File: src/rtl/uart_prog_loader_pkg.sv
// ---------------------------------------------------------------------------
// loader_pkg : shared state encoding, error codes and defaults for the loader
// Rev 1.0
// ---------------------------------------------------------------------------
`default_nettype none

package loader_pkg;

  typedef enum logic [2:0] {
    IDLE = 3'd0,
    LEN  = 3'd1,
    DATA = 3'd2,
    CHK  = 3'd3,
    DONE = 3'd4,
    ERR  = 3'd5
  } state_t;

  localparam logic [1:0] ERR_NONE = 2'd0;
  localparam logic [1:0] ERR_LEN  = 2'd1;
  localparam logic [1:0] ERR_CSUM = 2'd2;
  localparam logic [1:0] ERR_TMO  = 2'd3;

  localparam logic [7:0] SYNC_DEFAULT = 8'hA5;

endpackage

`default_nettype wire

File: src/rtl/uart_prog_loader_if.sv
// ---------------------------------------------------------------------------
// uart_prog_loader_if : UART byte stream in, instruction-memory word write out
// Rev 1.0
// ---------------------------------------------------------------------------
`default_nettype none

interface uart_prog_loader_if #(
  parameter int ADDR_W = 8
) ();

  logic [7:0]        rx_data;
  logic              rx_done;
  logic              mem_we;
  logic [ADDR_W-1:0] mem_waddr;
  logic [31:0]       mem_wdata;

  modport master (
    output rx_data, rx_done,
    input  mem_we, mem_waddr, mem_wdata
  );

  modport slave (
    input  rx_data, rx_done,
    output mem_we, mem_waddr, mem_wdata
  );

endinterface

`default_nettype wire

File: src/rtl/uart_prog_loader_byte_packer.sv
// ---------------------------------------------------------------------------
// byte_packer : gathers 4 bytes little-endian; flags the completing byte
// Rev 1.0
// ---------------------------------------------------------------------------
`default_nettype none

module byte_packer (
  input  wire        clk,
  input  wire        rst,
  input  wire        clear,
  input  wire        push,
  input  wire  [7:0] din,
  output logic [31:0] word,
  output logic       word_done
);

  logic [1:0]  idx;
  logic [31:0] shreg;

  always_ff @(posedge clk or negedge rst) begin
    if (!rst) begin
      idx   <= 2'd0;
      shreg <= 32'd0;
    end else if (clear) begin
      idx   <= 2'd0;
      shreg <= 32'd0;
    end else if (push) begin
      idx   <= idx + 2'd1;
      shreg <= {din, shreg[31:8]};
    end
  end

  // Full word including the byte being pushed now, valid with word_done.
  assign word      = {din, shreg[31:8]};
  assign word_done = push && (idx == 2'd3);

endmodule

`default_nettype wire

File: src/rtl/uart_prog_loader.sv
// ---------------------------------------------------------------------------
// uart_prog_loader : parses A5|len32|words|xor frames into memory word writes
// Rev 1.0  -- optional inter-byte timeout: define UART_LOADER_TIMEOUT_EN
// ---------------------------------------------------------------------------
`default_nettype none

module uart_prog_loader
  import loader_pkg::*;
#(
  parameter int         ADDR_W      = 8,
  parameter int         MAX_WORDS   = 256,
  parameter logic [7:0] SYNC_BYTE   = SYNC_DEFAULT,
  parameter int         TIMEOUT_CYC = 5000000
) (
  input  wire               clk,
  input  wire               rst,
  input  wire               en,
  uart_prog_loader_if.slave bus,
  output logic              busy,
  output logic              done,
  output logic [1:0]        error,
  output logic [ADDR_W:0]   word_count
);

  localparam logic [ADDR_W:0] MAX_CNT = (ADDR_W+1)'(MAX_WORDS);
  localparam logic [ADDR_W:0] CNT_ONE = (ADDR_W+1)'(1);

  if (MAX_WORDS > (1 << ADDR_W) || MAX_WORDS < 1 || TIMEOUT_CYC < 2) begin : g_param_check
    $error("uart_prog_loader: illegal parameter set");
  end

  state_t          state;
  logic [ADDR_W:0] len_words;
  logic [7:0]      csum;
  logic            push;
  logic            clear;
  logic [31:0]     word;
  logic            word_done;
  logic            last_word;

  assign push      = en && bus.rx_done && (state == LEN || state == DATA);
  assign clear     = !en || (state == IDLE);
  assign last_word = (word_count + CNT_ONE) == len_words;
  assign busy      = (state == LEN) || (state == DATA) || (state == CHK);

  byte_packer u_packer (
    .clk       (clk),
    .rst       (rst),
    .clear     (clear),
    .push      (push),
    .din       (bus.rx_data),
    .word      (word),
    .word_done (word_done)
  );

`ifdef UART_LOADER_TIMEOUT_EN
  localparam int                TMO_W    = $clog2(TIMEOUT_CYC);
  localparam logic [TMO_W-1:0]  TMO_LAST = TMO_W'(TIMEOUT_CYC - 1);
  localparam logic [TMO_W-1:0]  TMO_ONE  = TMO_W'(1);
  logic [TMO_W-1:0] tmo_cnt;
`endif

  always_ff @(posedge clk or negedge rst) begin
    if (!rst) begin
      state         <= IDLE;
      done          <= 1'b0;
      error         <= ERR_NONE;
      word_count    <= '0;
      len_words     <= '0;
      csum          <= 8'd0;
      bus.mem_we    <= 1'b0;
      bus.mem_waddr <= '0;
      bus.mem_wdata <= 32'd0;
`ifdef UART_LOADER_TIMEOUT_EN
      tmo_cnt       <= '0;
`endif
    end else if (!en) begin
      // Dropping enable aborts any frame; a half-built word is discarded.
      state      <= IDLE;
      done       <= 1'b0;
      error      <= ERR_NONE;
      word_count <= '0;
      len_words  <= '0;
      csum       <= 8'd0;
      bus.mem_we <= 1'b0;
`ifdef UART_LOADER_TIMEOUT_EN
      tmo_cnt    <= '0;
`endif
    end else begin
      bus.mem_we <= 1'b0;
      case (state)
        IDLE: begin
          csum <= 8'd0;
          if (bus.rx_done && bus.rx_data == SYNC_BYTE) state <= LEN;
        end
        LEN: begin
          if (word_done) begin
            len_words <= word[ADDR_W:0];
            if (word > 32'(MAX_WORDS)) begin
              state <= ERR;
              error <= ERR_LEN;
            end else if (word == 32'd0) begin
              state <= CHK;
            end else begin
              state <= DATA;
            end
          end
        end
        DATA: begin
          if (push) begin
            csum <= csum ^ bus.rx_data;
            if (word_done) begin
              bus.mem_we    <= 1'b1;
              bus.mem_waddr <= word_count[ADDR_W-1:0];
              bus.mem_wdata <= word;
              if (word_count != MAX_CNT) word_count <= word_count + CNT_ONE;
              if (last_word) state <= CHK;
            end
          end
        end
        CHK: begin
          if (bus.rx_done) begin
            if (bus.rx_data == csum) begin
              state <= DONE;
              done  <= 1'b1;
            end else begin
              state <= ERR;
              error <= ERR_CSUM;
            end
          end
        end
        default: ;
      endcase
`ifdef UART_LOADER_TIMEOUT_EN
      if (!busy || bus.rx_done) begin
        tmo_cnt <= '0;
      end else if (tmo_cnt == TMO_LAST) begin
        tmo_cnt <= '0;
        state   <= ERR;
        error   <= ERR_TMO;
      end else begin
        tmo_cnt <= tmo_cnt + TMO_ONE;
      end
`endif
    end
  end

endmodule

`default_nettype wire

File: src/flat_wrapper.sv
// flat-port wrapper written by rule: the top's interface ports become plain ports
module uart_prog_loader_flat import loader_pkg::*;
#(
  parameter int         ADDR_W      = 8,
  parameter int         MAX_WORDS   = 256,
  parameter logic [7:0] SYNC_BYTE   = SYNC_DEFAULT,
  parameter int         TIMEOUT_CYC = 5000000
)
  (clk, rst, en, busy, done, error, word_count, bus_rx_data, bus_rx_done, bus_mem_we, bus_mem_waddr, bus_mem_wdata);
  uart_prog_loader_if #(.ADDR_W(ADDR_W)) bus_i ();
  input  wire clk;
  input  wire rst;
  input  wire en;
  output logic busy;
  output logic done;
  output logic [1:0] error;
  output logic [ADDR_W:0] word_count;
  input wire logic [$bits(bus_i.rx_data)-1:0] bus_rx_data;
  input wire logic [$bits(bus_i.rx_done)-1:0] bus_rx_done;
  output wire logic [$bits(bus_i.mem_we)-1:0] bus_mem_we;
  output wire logic [$bits(bus_i.mem_waddr)-1:0] bus_mem_waddr;
  output wire logic [$bits(bus_i.mem_wdata)-1:0] bus_mem_wdata;
  assign bus_i.rx_data = bus_rx_data;
  assign bus_i.rx_done = bus_rx_done;
  assign bus_mem_we = bus_i.mem_we;
  assign bus_mem_waddr = bus_i.mem_waddr;
  assign bus_mem_wdata = bus_i.mem_wdata;
  uart_prog_loader #(.ADDR_W(ADDR_W), .MAX_WORDS(MAX_WORDS), .SYNC_BYTE(SYNC_BYTE), .TIMEOUT_CYC(TIMEOUT_CYC)) u_core (.clk(clk), .rst(rst), .en(en), .bus(bus_i), .busy(busy), .done(done), .error(error), .word_count(word_count));
endmodule
File: config.mk
export PLATFORM = sky130hd
export DESIGN_NAME = uart_prog_loader_flat
export DESIGN_NICKNAME = d
export VERILOG_FILES = /design/src/rtl/uart_prog_loader_pkg.sv /design/src/rtl/uart_prog_loader_if.sv /design/src/rtl/uart_prog_loader_byte_packer.sv /design/src/rtl/uart_prog_loader.sv /design/src/flat_wrapper.sv
export SDC_FILE = /design/constraint.sdc
export NUM_CORES = 1
export LEC_CHECK = 0
export CELL_PAD_IN_SITES_DETAIL_PLACEMENT = 1
export CELL_PAD_IN_SITES_GLOBAL_PLACEMENT = 2
export CORE_MARGIN = 2
export CORE_UTILIZATION = 30
export DETAILED_ROUTE_END_ITERATION = 7
export PLACE_DENSITY_LB_ADDON = 0.3
export SYNTH_ARGS = -nofsm -noshare
export SYNTH_HDL_FRONTEND = slang
export SYNTH_SLANG_ARGS = --single-unit
File: constraint.sdc
create_clock -name clk -period 2.4 [get_ports clk]
set_clock_uncertainty 0.15 [all_clocks]
set_input_delay 0.48 -clock clk [delete_from_list [all_inputs] [get_ports clk]]
set_output_delay 0.48 -clock clk [all_outputs]
set_load 0.1 [all_outputs]
-- Word-level counts from Yosys, hierarchy flattened
Index checks and enable logic that the tools add are counted.
- register bits after elaboration: 107
- input bits: 12
- output and inout bits: 54
- logic and storage cells: 100
- add/subtract/negate cells: 2
- $lt $le $gt $ge: 1
- eq/ne operators: 27
- muxes and demuxes: 40
- bitwise logic cells: 1
- reductions and logical operators: 18
- operator list (cell ; count):
    9-bit two-way mux ; 8
    32-bit two-way mux ; 2
    32-bit by 9-bit > comparator with 1-bit output, second input constant ; 1
    32-bit zero test ; 1
    3-bit two-way mux ; 8
    3-bit != test, second input constant ; 7
    8-bit two-way mux ; 2
    2-bit by 1-bit != test with 1-bit output, second input constant ; 8
    8-bit one-hot mux with 2 select lines ; 1
    2-bit two-way mux ; 7
    3-bit one-hot mux with 4 select lines ; 1
    1-bit two-way mux ; 10
    9-bit by 1-bit adder with 9-bit output, second input constant ; 1
    9-bit equality test ; 1
    9-bit != test, second input constant ; 1
    8-bit equality test ; 1
    8-bit equality test, second input constant ; 1
    4-bit AND reduction ; 2
    8-bit bitwise XOR ; 1
    7-bit AND reduction ; 1
    3-bit by 2-bit equality test with 1-bit output, second input constant ; 2
    3-bit by 1-bit != test with 1-bit output, second input constant ; 2
    5-bit by 1-bit != test with 1-bit output, second input constant ; 1
    5-bit AND reduction ; 1
    12 further kinds ; 18

-- Logic depth before layout (Yosys ltp)
Gate-level depths: netlist (run 1).
- depth after elaboration: 8
- depth in mapped cells: 10
- depth with buffers taken out: 7

-- By module
A second synthesis (run 1) with hierarchy kept.
- cells, all modules: 502
- area, all modules: 4670.7 sq um
- by module, submodules not included (module ; times used ; cells each ; area each (sq um) ; sequential area each (sq um)):
    uart_prog_loader ; 1 ; 408 ; 3515.9 ; 1826.8
    byte_packer ; 1 ; 94 ; 1154.9 ; 650.6

-- Worst setup path before layout (run 1)
Ideal clock, no wire load.
- path kind: reg-to-reg
- start point: register u_core.word_count[0]
- end point: register u_core.state[0]
- setup time: 0.088 ns
- data arrival time: 2.596 ns
- required time: 2.162 ns
- path slack: -0.434 ns
- stages on the path, launching flop included: 8
- period minus slack after synthesis: 2.834 ns
- path through: dfrtp_1 -> ha_1 -> clkbuf_2 -> nand3_1 -> or3_1 -> a2111oi_0 -> o2111ai_1 -> a41oi_1
- longest elaborated chain between the ends: 4
- RTL lines (element ; RTL line ; source):
    start: declaration ; uart_prog_loader.sv:22 ; output logic [ADDR_W:0] word_count
    start signal: assignment ; uart_prog_loader.sv:116 ; if (word_count != MAX_CNT) word_count <= word_count + CNT_ONE;
    9-bit by 1-bit adder with 9-bit output ; uart_prog_loader.sv:43 ; assign last_word = (word_count + CNT_ONE) == len_words;
    9-bit equality test ; uart_prog_loader.sv:43 ;
    3-bit by 2-bit != test with 1-bit output (no line) ; - ;
    7-bit AND reduction (no line) ; - ;
    end signal: assignment ; uart_prog_loader.sv:65 ; state <= IDLE;
    end signal: assignment ; uart_prog_loader.sv:79 ; state <= IDLE;
    end signal: assignment ; uart_prog_loader.sv:94 ; if (bus.rx_done && bus.rx_data == SYNC_BYTE) state <= LEN;
    end: declaration ; uart_prog_loader.sv:32 ; state_t state;
No other way between the ends.
A chain may end at the register's enable or synchronous reset.

-- Final worst setup path (run 1)
- start point: register u_core.word_count[1]
- end point: register u_core.state[0]
Same word-level chain as after synthesis.

==> summary.txt, run 1 <==
Run status
  • Status: finished with violations
  • Failing checks: hold timing

Drt
  • Detailed-route via count: 3768
  • DRT iter0 DRCs: 114
  • Vias per cell: 4.978
  • Routed WL: 13100 µm
  • Post-route ant nets: 0
  • DRC: 0
  • Wire per inst: 17.31 µm
  • TritonRoute pass-1 iters: 4

Synthesis
  • Avg Inst Size Synth: 9.364 µm²
  • Top FF cell, synth: dfrtp_1
  • Top post-synthesis cells by count: nand2_1 (145), dfrtp_1 (99), nor2_1 (30)
  • FF+latch count, synth: 99
  • Most common cell in the netlist: nand2_1
  • Gate Count Post-Synth: 481
  • Async SR Flop Fraction: 1.000
  • Seq/Total Area, Yosys: 0.5500
  • Synthesized Nets: 496
  • Largest area contributor in the netlist: dfrtp_1
  • Synthesized cell area: 0.004504 mm²
  • Ranking of synthesized cells by area: dfrtp_1 (55%), nand2_1 (12%), mux2i_1 (2.9%), nand3_1 (2.8%), o21ai_0 (2.8%)
  • Yosys warning total: 0
  • Synth top area share: 0.5500
  • Number of flops mapped to enable cells by yosys: 0
  • Unique masters post-synth: 46

Placed design
  • GP Congestion: 0.7801
  • Placed cell area: 0.005484 mm²
  • Post-DP HPWL: between 9000 and 10000 µm
  • Placed insts: approximately 740
  • IO buf count: 65

Clock network
  • Worst-skew pair later-pin latency: 0.35 ns
  • Worst-path clk slew: 0.07 ns
  • Clock root cell: clkbuf_16
  • CTS tree: done
  • Max H-tree Level: 3
  • Cts hold-fix bufs: 0
  • Max Root-Sink Buffers: 2
  • Num CTS Buffers: 9
  • Post-CTS Setup Bufs: 0
  • CTS sink cnt: 99

Floorplanning
  • Total die area: 0.01601 mm²
  • Num rows: 44
  • I/O pin cnt: 66
  • Starting Density: 0.3087
  • Die Wd: 126.5 µm
  • Die Y-Extent: roughly 130 µm
  • Core Area: 0.01459 mm²

Setup path
  • CP endpoint kind: flip-flop
  • R2R Path End: u_core.state[0]$_DFFE_PN0P_
  • Crit path DAT: between 2 and 2.5 ns
  • Crit Reg-Reg Startpoint: u_core.word_count[1]$_DFFE_PN0P_
  • CP startpoint: u_core.word_count[1]$_DFFE_PN0P_
  • CP max FO: 5
  • Worst setup endpoint: u_core.state[0]$_DFFE_PN0P_
  • R2R setup slack: 0.17 ns
  • Critical path required time: 2.51 ns
  • CP Class: reg -> reg
  • Worst setup SP type: flip-flop
  • R2R cell count: 7

Power
  • NetSw: between 0.0008 and 0.0009 W
  • Sw frac: 0.2361
  • Tot Pwr: 0.003470 W
  • Int Pwr: 0.002651 W
  • Combinational share of power: 0.072
  • Power Dens Cells: 598.1 mW/mm²
  • Worst VDD drop: 0.2768 mV
  • Lkg Pwr: 2.912 nW
  • Register share of total power: 0.490
  • Clk pwr share: 0.438

Global route
  • First-pass GRT wire length: between 20000 and 25000 µm
  • Vias in the first global route: 4228
  • Gr usage total: 0.1743
  • Initial antenna violation count: 0
  • Pin count of the biggest net entering global routing: 44
  • GRT overflow: 0

Final layout
  • Final instance area: approximately 0.0058 mm²
  • Filler cells: around 1700
  • Area Growth Syn to Fin: 28.81%
  • Antenna cells: 0
  • Layout cell share with drive strength beyond 1: 0.2129
  • Finished Layout Cells: 757
  • Nets: 583

Timing
  • Final setup fails: 0
  • Final Hold Slack: -0.01054 ns
  • Rel. slew slack: 0.5951
  • Fmax achieved: ~0.45 GHz
  • Least-Margin Pin Slew: a little over 0.6 ns
  • RSZ-0062 raised after global routing: false
  • Final Hold Vio Count: 11
  • Period minus WS final: 2.230 ns
  • Fin crit share: 0.9292
  • Setup_tns: 0 ns
  • Pins Over Slew Limit: 0

Hold path
  • Hold WC Path Type: in -> async

Flow run
  • Max-Cap Viols: 0
[worst min path at each step]
| stage | slack [ns] | depth (start not counted) | end |
|---|---|---|---|
| floorplan | 0.03 | 0 | u_core.bus.mem_waddr[0]$_DFFE_PN0P_ |
| global placement | 0.31 | 2 | u_core.bus.mem_wdata[8]$_DFFE_PN0P_ |
| detailed placement | 0.31 | 2 | u_core.bus.mem_wdata[17]$_DFFE_PN0P_ |
| CTS | 0.008 | 1 | u_core.word_count[7]$_DFFE_PN0P_ |
| global route | 0.03 | 1 | u_core.word_count[5]$_DFFE_PN0P_ |
| finish | -0.01 | 1 | u_core.word_count[5]$_DFFE_PN0P_ |
[state kept, by name, summed over array words and instances (netlist names)]
register and count:
u_core.csum 8, u_core.error 2, u_core.state 3, u_core.word_count 9, u_core.len_words 9, u_core.u_packer.idx 2
u_core.bus.mem_we 1, u_core.bus.mem_waddr 8, u_core.bus.mem_wdata 32, u_core.u_packer.shreg 24, u_core.done 1
[metal layers]
| layer | wire length, µm | track usage | vias up |
|---|---|---|---|
| met5 | 0 | 0 | - |
| met4 | 216 | 0.06464 | 0 |
| met3 | 394 | 0.02362 | 13 |
| met2 | 6547 | 0.2982 | 61 |
| met1 | 5945 | 0.2252 | 1903 |
| li1 | - | - | 1791 |
[power by group through the flow]
stage / Sequential (W) / Clock, W / Combinational (W)
after floorplan: 0.00172 / 0 / 0.000120
after global placement: 0.00173 / 0 / 0.000247
after detailed placement: 0.00173 / 0 / 0.000253
after CTS: 0.00170 / 0.00156 / 0.000254
after global routing: 0.00170 / 0.00164 / 0.000272
final: 0.00170 / 0.00152 / 0.000248
[repair_timing]
action,in CTS,in global routing
setup endpoints to repair,1,1
pin swaps,0,0
gates cloned,0,0
gates resized for setup,1,1
[per-stage QoR]
step                  util  setup WS [ns]  hold WS (ns)
finish              0.3977         0.1698      -0.01054
global route        0.3977       0.003940       0.03055
CTS                 0.3973        0.04626      0.007935
detailed placement  0.3759        -0.1052        0.3143
global placement    0.3759       -0.07717        0.3118
floorplan                -        -0.1496       0.03441
[kinds of logic (layout without fill, tap and decap cells)]
kind of cell,Yosys count,in the layout,synth area share
simple gates,238,238,0.2336
flops,99,99,0.5500
buf+inv,40,132,0.03778
xor+xnor,22,22,0.04278
mux,14,14,0.03139
fa+ha+maj,3,3,0.008334
compound gates,65,65,0.09611
[area by class of cell]
cell class              count  area, µm²  share of cell area
repair buffers            107      878.3              0.1514
clock inverters             4      55.05            0.009489
clock buffers              12      256.5             0.04421
multi-input cells         342       1866              0.3215
inverters                   9      33.78            0.005823
flip-flops and latches     99       2482              0.4279
well taps                 184      230.2             0.03968
[cells in the final DEF, fill, tap and decap left out, drive strengths merged, types with 4 or more instances in the layout]
cell           instances
dfrtp                 99
mux2i                 13
buf                   97
a22o                  13
xnor2                  8
and3                   4
nor2                  30
nand4                  4
xor2                  14
o21ai                 33
nor4                   8
inv                   11
clkdlybuf4s50         10
clkbuf                12
nand2                145
a21boi                 4
nand3                 27
[worst max-delay path: stages (launching register included)]
cell,delay (ns)
dfrtp_2,0.41
buf_4,0.16
inv_1,0.11
ha_1,0.30
xor2_1,0.19
a2111oi_2,0.32
o2111ai_1,0.25
a41oi_1,0.27
Note: power is estimated with default switching activity, not from simulation.
==> inputs of run 2 (changes only) <==
Settings changed: ABC_AREA from default to 1, CORE_MARGIN 2 to 4.
==> run 2 against run 1 <==
  * The flow now finishes without violations
  * Critical path depth increased by 1
  * Maximum frequency up 4.2%
  * Routed wire length down 5.1%
  * Via count shrank 2.1%
  * Clock power grew 4%
  * First-iteration DRC count grew 42%
==> summary.txt, run 2 <==
Final layout
  • Max FFs per register: 32 (unchanged)
  • Antenna cells: 0 (unchanged)
  • Final instance area: 0.005703 mm² (-1.7%)
  • Area Growth Syn to Fin: 24.98%
  • Leading cell type in the layout, fill and taps excluded: dfrtp_1
  • Nets: 587 (+0.69%)
  • Layout cell share with drive strength beyond 1: 0.2426 (+0.02972)
  • Commonest cells after routing, fill and taps aside: dfrtp_1 (96), nand2_1 (72), buf_4 (69)
  • Top reg by flops: u_core.bus.mem_wdata
  • Biggest regs: u_core.bus.mem_wdata x32, u_core.u_packer.shreg x24
  • Finished Layout Cells: 761 (+0.53%)

Drt
  • Routed WL: 12440 µm (-5.1%)
  • Wire per inst: 16.34 µm (-5.6%)
  • DRT iter0 DRCs: 162 (+42%)
  • Post-route ant nets: 0 (unchanged)
  • TritonRoute pass-1 iters: 4 (unchanged)
  • Detailed-route via count: 3690 (-2.1%)
  • Vias per cell: 4.849 (-2.6%)
  • DRC: 0 (unchanged)

Setup path
  • Critical path required time: 2.52 ns (about the same)
  • Slowest CP cell: dfrtp_1
  • Worst setup SP type: flip-flop
  • CP most frequent cell: inv_1
  • R2R setup slack: 0.26 ns (+0.09 ns)
  • Critical Path, Cell by Cell: inv_1, nand3_1, inv_1, nand2_2, nor2_4, buf_12, nor2_1, a21oi_2
  • CP endpoint kind: flip-flop
  • R2R Path End: u_core.bus.mem_wdata[19]$_DFFE_PN0P_
  • Crit Reg-Reg Startpoint: u_core.state[2]$_DFFE_PN0P_
  • CP max FO: 49 (+44)
  • CP Class: reg -> reg
  • R2R cell count: 8 (+1)
  • Crit path DAT: 2.26 ns (-0.08 ns)
  • Slowest Stage Delay on Critical Path: 0.45 ns (+0.04 ns)

Synthesis
  • Synthesized cell area: 0.004563 mm² (+1.3%)
  • Top post-synthesis cells by count: dfrtp_1 (99), nand2_1 (72), inv_1 (63)
  • Simple-gate share of the synthesized area: 0.1862 (-0.04743)
  • Synth top area share: 0.5429 (-0.007088)
  • Unique masters post-synth: 28 (-39%)
  • Synth Area in XOR/XNOR: 0.01727 (-0.02550)
  • Avg Inst Size Synth: 9.256 µm² (-1.2%)
  • Async SR Flop Fraction: 1.000 (unchanged)
  • FF+latch count, synth: 99 (unchanged)
  • Top FF cell, synth: dfrtp_1
  • Mux cell area share after synthesis: 0 (-0.03139)
  • Fraction of the mapped netlist area in adder cells: 0.008226 (-0.0001074)
  • Synth Area in Compound Gates: 0.1629 (+0.06676)
  • Largest area contributor in the netlist: dfrtp_1
  • Seq/Total Area, Yosys: 0.5429 (-0.007088)
  • Number of flops mapped to enable cells by yosys: 0 (unchanged)
  • Most common cell in the netlist: dfrtp_1
  • Yosys warning total: 0 (unchanged)
  • Gate Count Post-Synth: 493 (+2.5%)
  • Ranking of synthesized cells by area: dfrtp_1 (54%), a21oi_2 (7.5%), nand2_1 (5.9%), inv_1 (5.2%), nor2_1 (4.9%)
  • Largest family of logic cells by synthesized area: simple AND/OR/NAND/NOR gates
  • Synthesized Nets: 508 (+2.4%)

Timing
  • Fmax achieved: 0.4675 GHz (+4.2%)
  • Final setup fails: 0 (unchanged)
  • Least-Margin Pin Slew: 0.4078 ns (-0.1996 ns)
  • Period minus WS final: 2.139 ns (-0.09089 ns)
  • Setup_tns: 0 ns (unchanged)
  • Final Hold Vio Count: 0 (-11)
  • Rel. slew slack: 0.7261 (+0.1309)
  • RSZ-0062 raised after global routing: false
  • Pins Over Slew Limit: 0 (unchanged)
  • Fin crit share: 0.8914 (-0.03787)

Power
  • Combinational share of power: 0.080 (+0.008)
  • Lkg Pwr: 2.675 nW (-8.1%)
  • Power Dens Cells: 627.5 mW/mm² (+4.9%)
  • Worst VDD drop: 0.3071 mV (+11%)
  • Clk pwr share: 0.442 (+0.004)
  • Tot Pwr: 0.003579 W (+3.1%)
  • Int Pwr: 0.002726 W (+2.8%)
  • Register share of total power: 0.478 (-0.012)
  • NetSw: 0.0008530 W (+4.1%)
  • Sw frac: 0.2383 (+0.002248)

Global route
  • First-pass GRT wire length: 20840 µm (-5.4%)
  • Gr usage total: 0.1485 (-0.02577)
  • Initial antenna violation count: 0 (unchanged)
  • Vias in the first global route: 3963 (-6.3%)
  • GRT overflow: 0 (unchanged)
  • Pin count of the biggest net entering global routing: 50 (+14%)

Hold path
  • Min-Delay Endpoint: u_core.u_packer.idx[0]$_DFFE_PN0P_
  • Worst hold start: u_core.u_packer.idx[0]$_DFFE_PN0P_
  • Hold Crit Depth: 1
  • Hold WC Path Type: reg -> reg

Placed design
  • Post-DP HPWL: 9500 µm (-1.3%)
  • Placed insts: 744 (+0.40%)
  • GP Congestion: 0.8589 (+10%)
  • IO buf count: 65 (unchanged)
  • Placed cell area: 0.005363 mm² (-2.2%)

Clock network
  • Worst-path clk slew: 0.06 ns (about the same)
  • Max H-tree Level: 3 (unchanged)
  • CTS sink cnt: 99 (unchanged)
  • Num CTS Buffers: 9 (unchanged)
  • CTS tree: done
  • Worst-skew pair later-pin latency: 0.35 ns (about the same)
  • Clock root cell: clkbuf_16
  • Max Root-Sink Buffers: 2 (unchanged)

Flow run
  • Max-Cap Viols: 0 (unchanged)

Floorplanning
  • I/O pin cnt: 66 (unchanged)
  • Die Wd: 131.3 µm (+3.8%)
  • Starting Density: 0.3104 (+0.001688)
  • Die Y-Extent: 131.3 µm (+3.8%)
  • Core Area: 0.01470 mm² (+0.75%)
  • Num rows: 44 (unchanged)
  • Total die area: 0.01725 mm² (+7.7%)

Run status
  • Status: finished, final reports clean
## run 2: cell types whose count changed in the layout (fill, tap and decap cells not counted), sizes merged, moves of 7 or more
| cell | delta |
|---|---|
| mux2i | -13 |
| nor4 | -7 |
| o21ai | -12 |
| a21oi | +45 |
| xor2 | -9 |
| inv | +55 |
| o22ai | +33 |
| nor3 | +7 |
| nor2 | +32 |
| a22o | -13 |
| buf | -24 |
| nand2 | -70 |
| nand3 | +12 |
## run 2: power by group through the flow
stage	logic, W	registers, W	clock network (W)
2_1_floorplan	0.000131	0.00176	0
3_3_place_gp	0.000286	0.00174	0
3_5_place_dp	0.000288	0.00174	0
4_1_cts	0.000292	0.00171	0.00164
5_1_grt	0.000320	0.00171	0.00169
6_report	0.000286	0.00171	0.00158
## run 2: how the worst max path moves through the flow
stage,startpoint,to,slack (ns),cells after the start
detailed placement,bus_rx_data[1],u_core.error[0]$_DFFE_PN0P_,-0.02,9
global route,u_core.word_count[0]$_DFFE_PN0P_,u_core.state[1]$_DFFE_PN0P_,0.01,14
CTS,u_core.word_count[0]$_DFFE_PN0P_,u_core.state[1]$_DFFE_PN0P_,0.12,12
floorplan,u_core.word_count[3]$_DFFE_PN0P_,u_core.state[1]$_DFFE_PN0P_,0.09,13
global placement,bus_rx_data[4],u_core.error[0]$_DFFE_PN0P_,-0.02,9
finish,u_core.state[2]$_DFFE_PN0P_,u_core.bus.mem_wdata[19]$_DFFE_PN0P_,0.26,8
## run 2: logic make-up (layout without fill, tap and decap cells)
logic type,after synthesis,after routing
AOI/OAI and AO/OA,106,106
buffers and inverters,81,165
xor gates and xnor gates,9,9
DFF,99,99
adders and majority gates,3,3
and+or+nand+nor,195,195
## run 2: repair_timing
action	CTS	global route
resized for setup	0	2
setup endpoints to repair	0	3
hold buffers	1	0
buffers inserted	0	0
hold endpoints to repair	28	0
## run 2: worst max-delay path: cells and delay by family (launching register included)
kind,cells,cell delay (ns)
buf+inv,3,0.69
compound gates,1,0.12
simple gates,4,0.63
flops,1,0.45
## run 2: cell type report
| class | count | area (µm²) |
|---|---|---|
| clock buffer | 11 | 242.7 |
| tap | 184 | 230.2 |
| inverter | 65 | 244.0 |
| multi-input combinational | 313 | 1713 |
| sequential | 99 | 2481 |
| clock inverter | 5 | 83.83 |
| fill | 1684 | 8996 |
| timing repair buffer | 84 | 708.2 |
## run 2: per-stage QoR
stage                     hold WS, ns  setup slack (ns)  utilization
after floorplan               0.03441           0.09289            -
after global placement         0.2884          -0.02392       0.3648
after detailed placement       0.2900          -0.01666       0.3648
after CTS                      0.3359            0.1179       0.3877
after global routing           0.3749           0.01445       0.3880
final                          0.3403            0.2607       0.3880
## run 2: routing by layer
layer | track usage | part of all wire | up-vias
met1 | 0.1999 | 0.49 | 1832
li1 | - | - | 1795
met2 | 0.2405 | 0.46 | 47
met4 | 0.05601 | 0.019 | 0
met3 | 0.02638 | 0.026 | 16
met5 | 0 | 0 | -
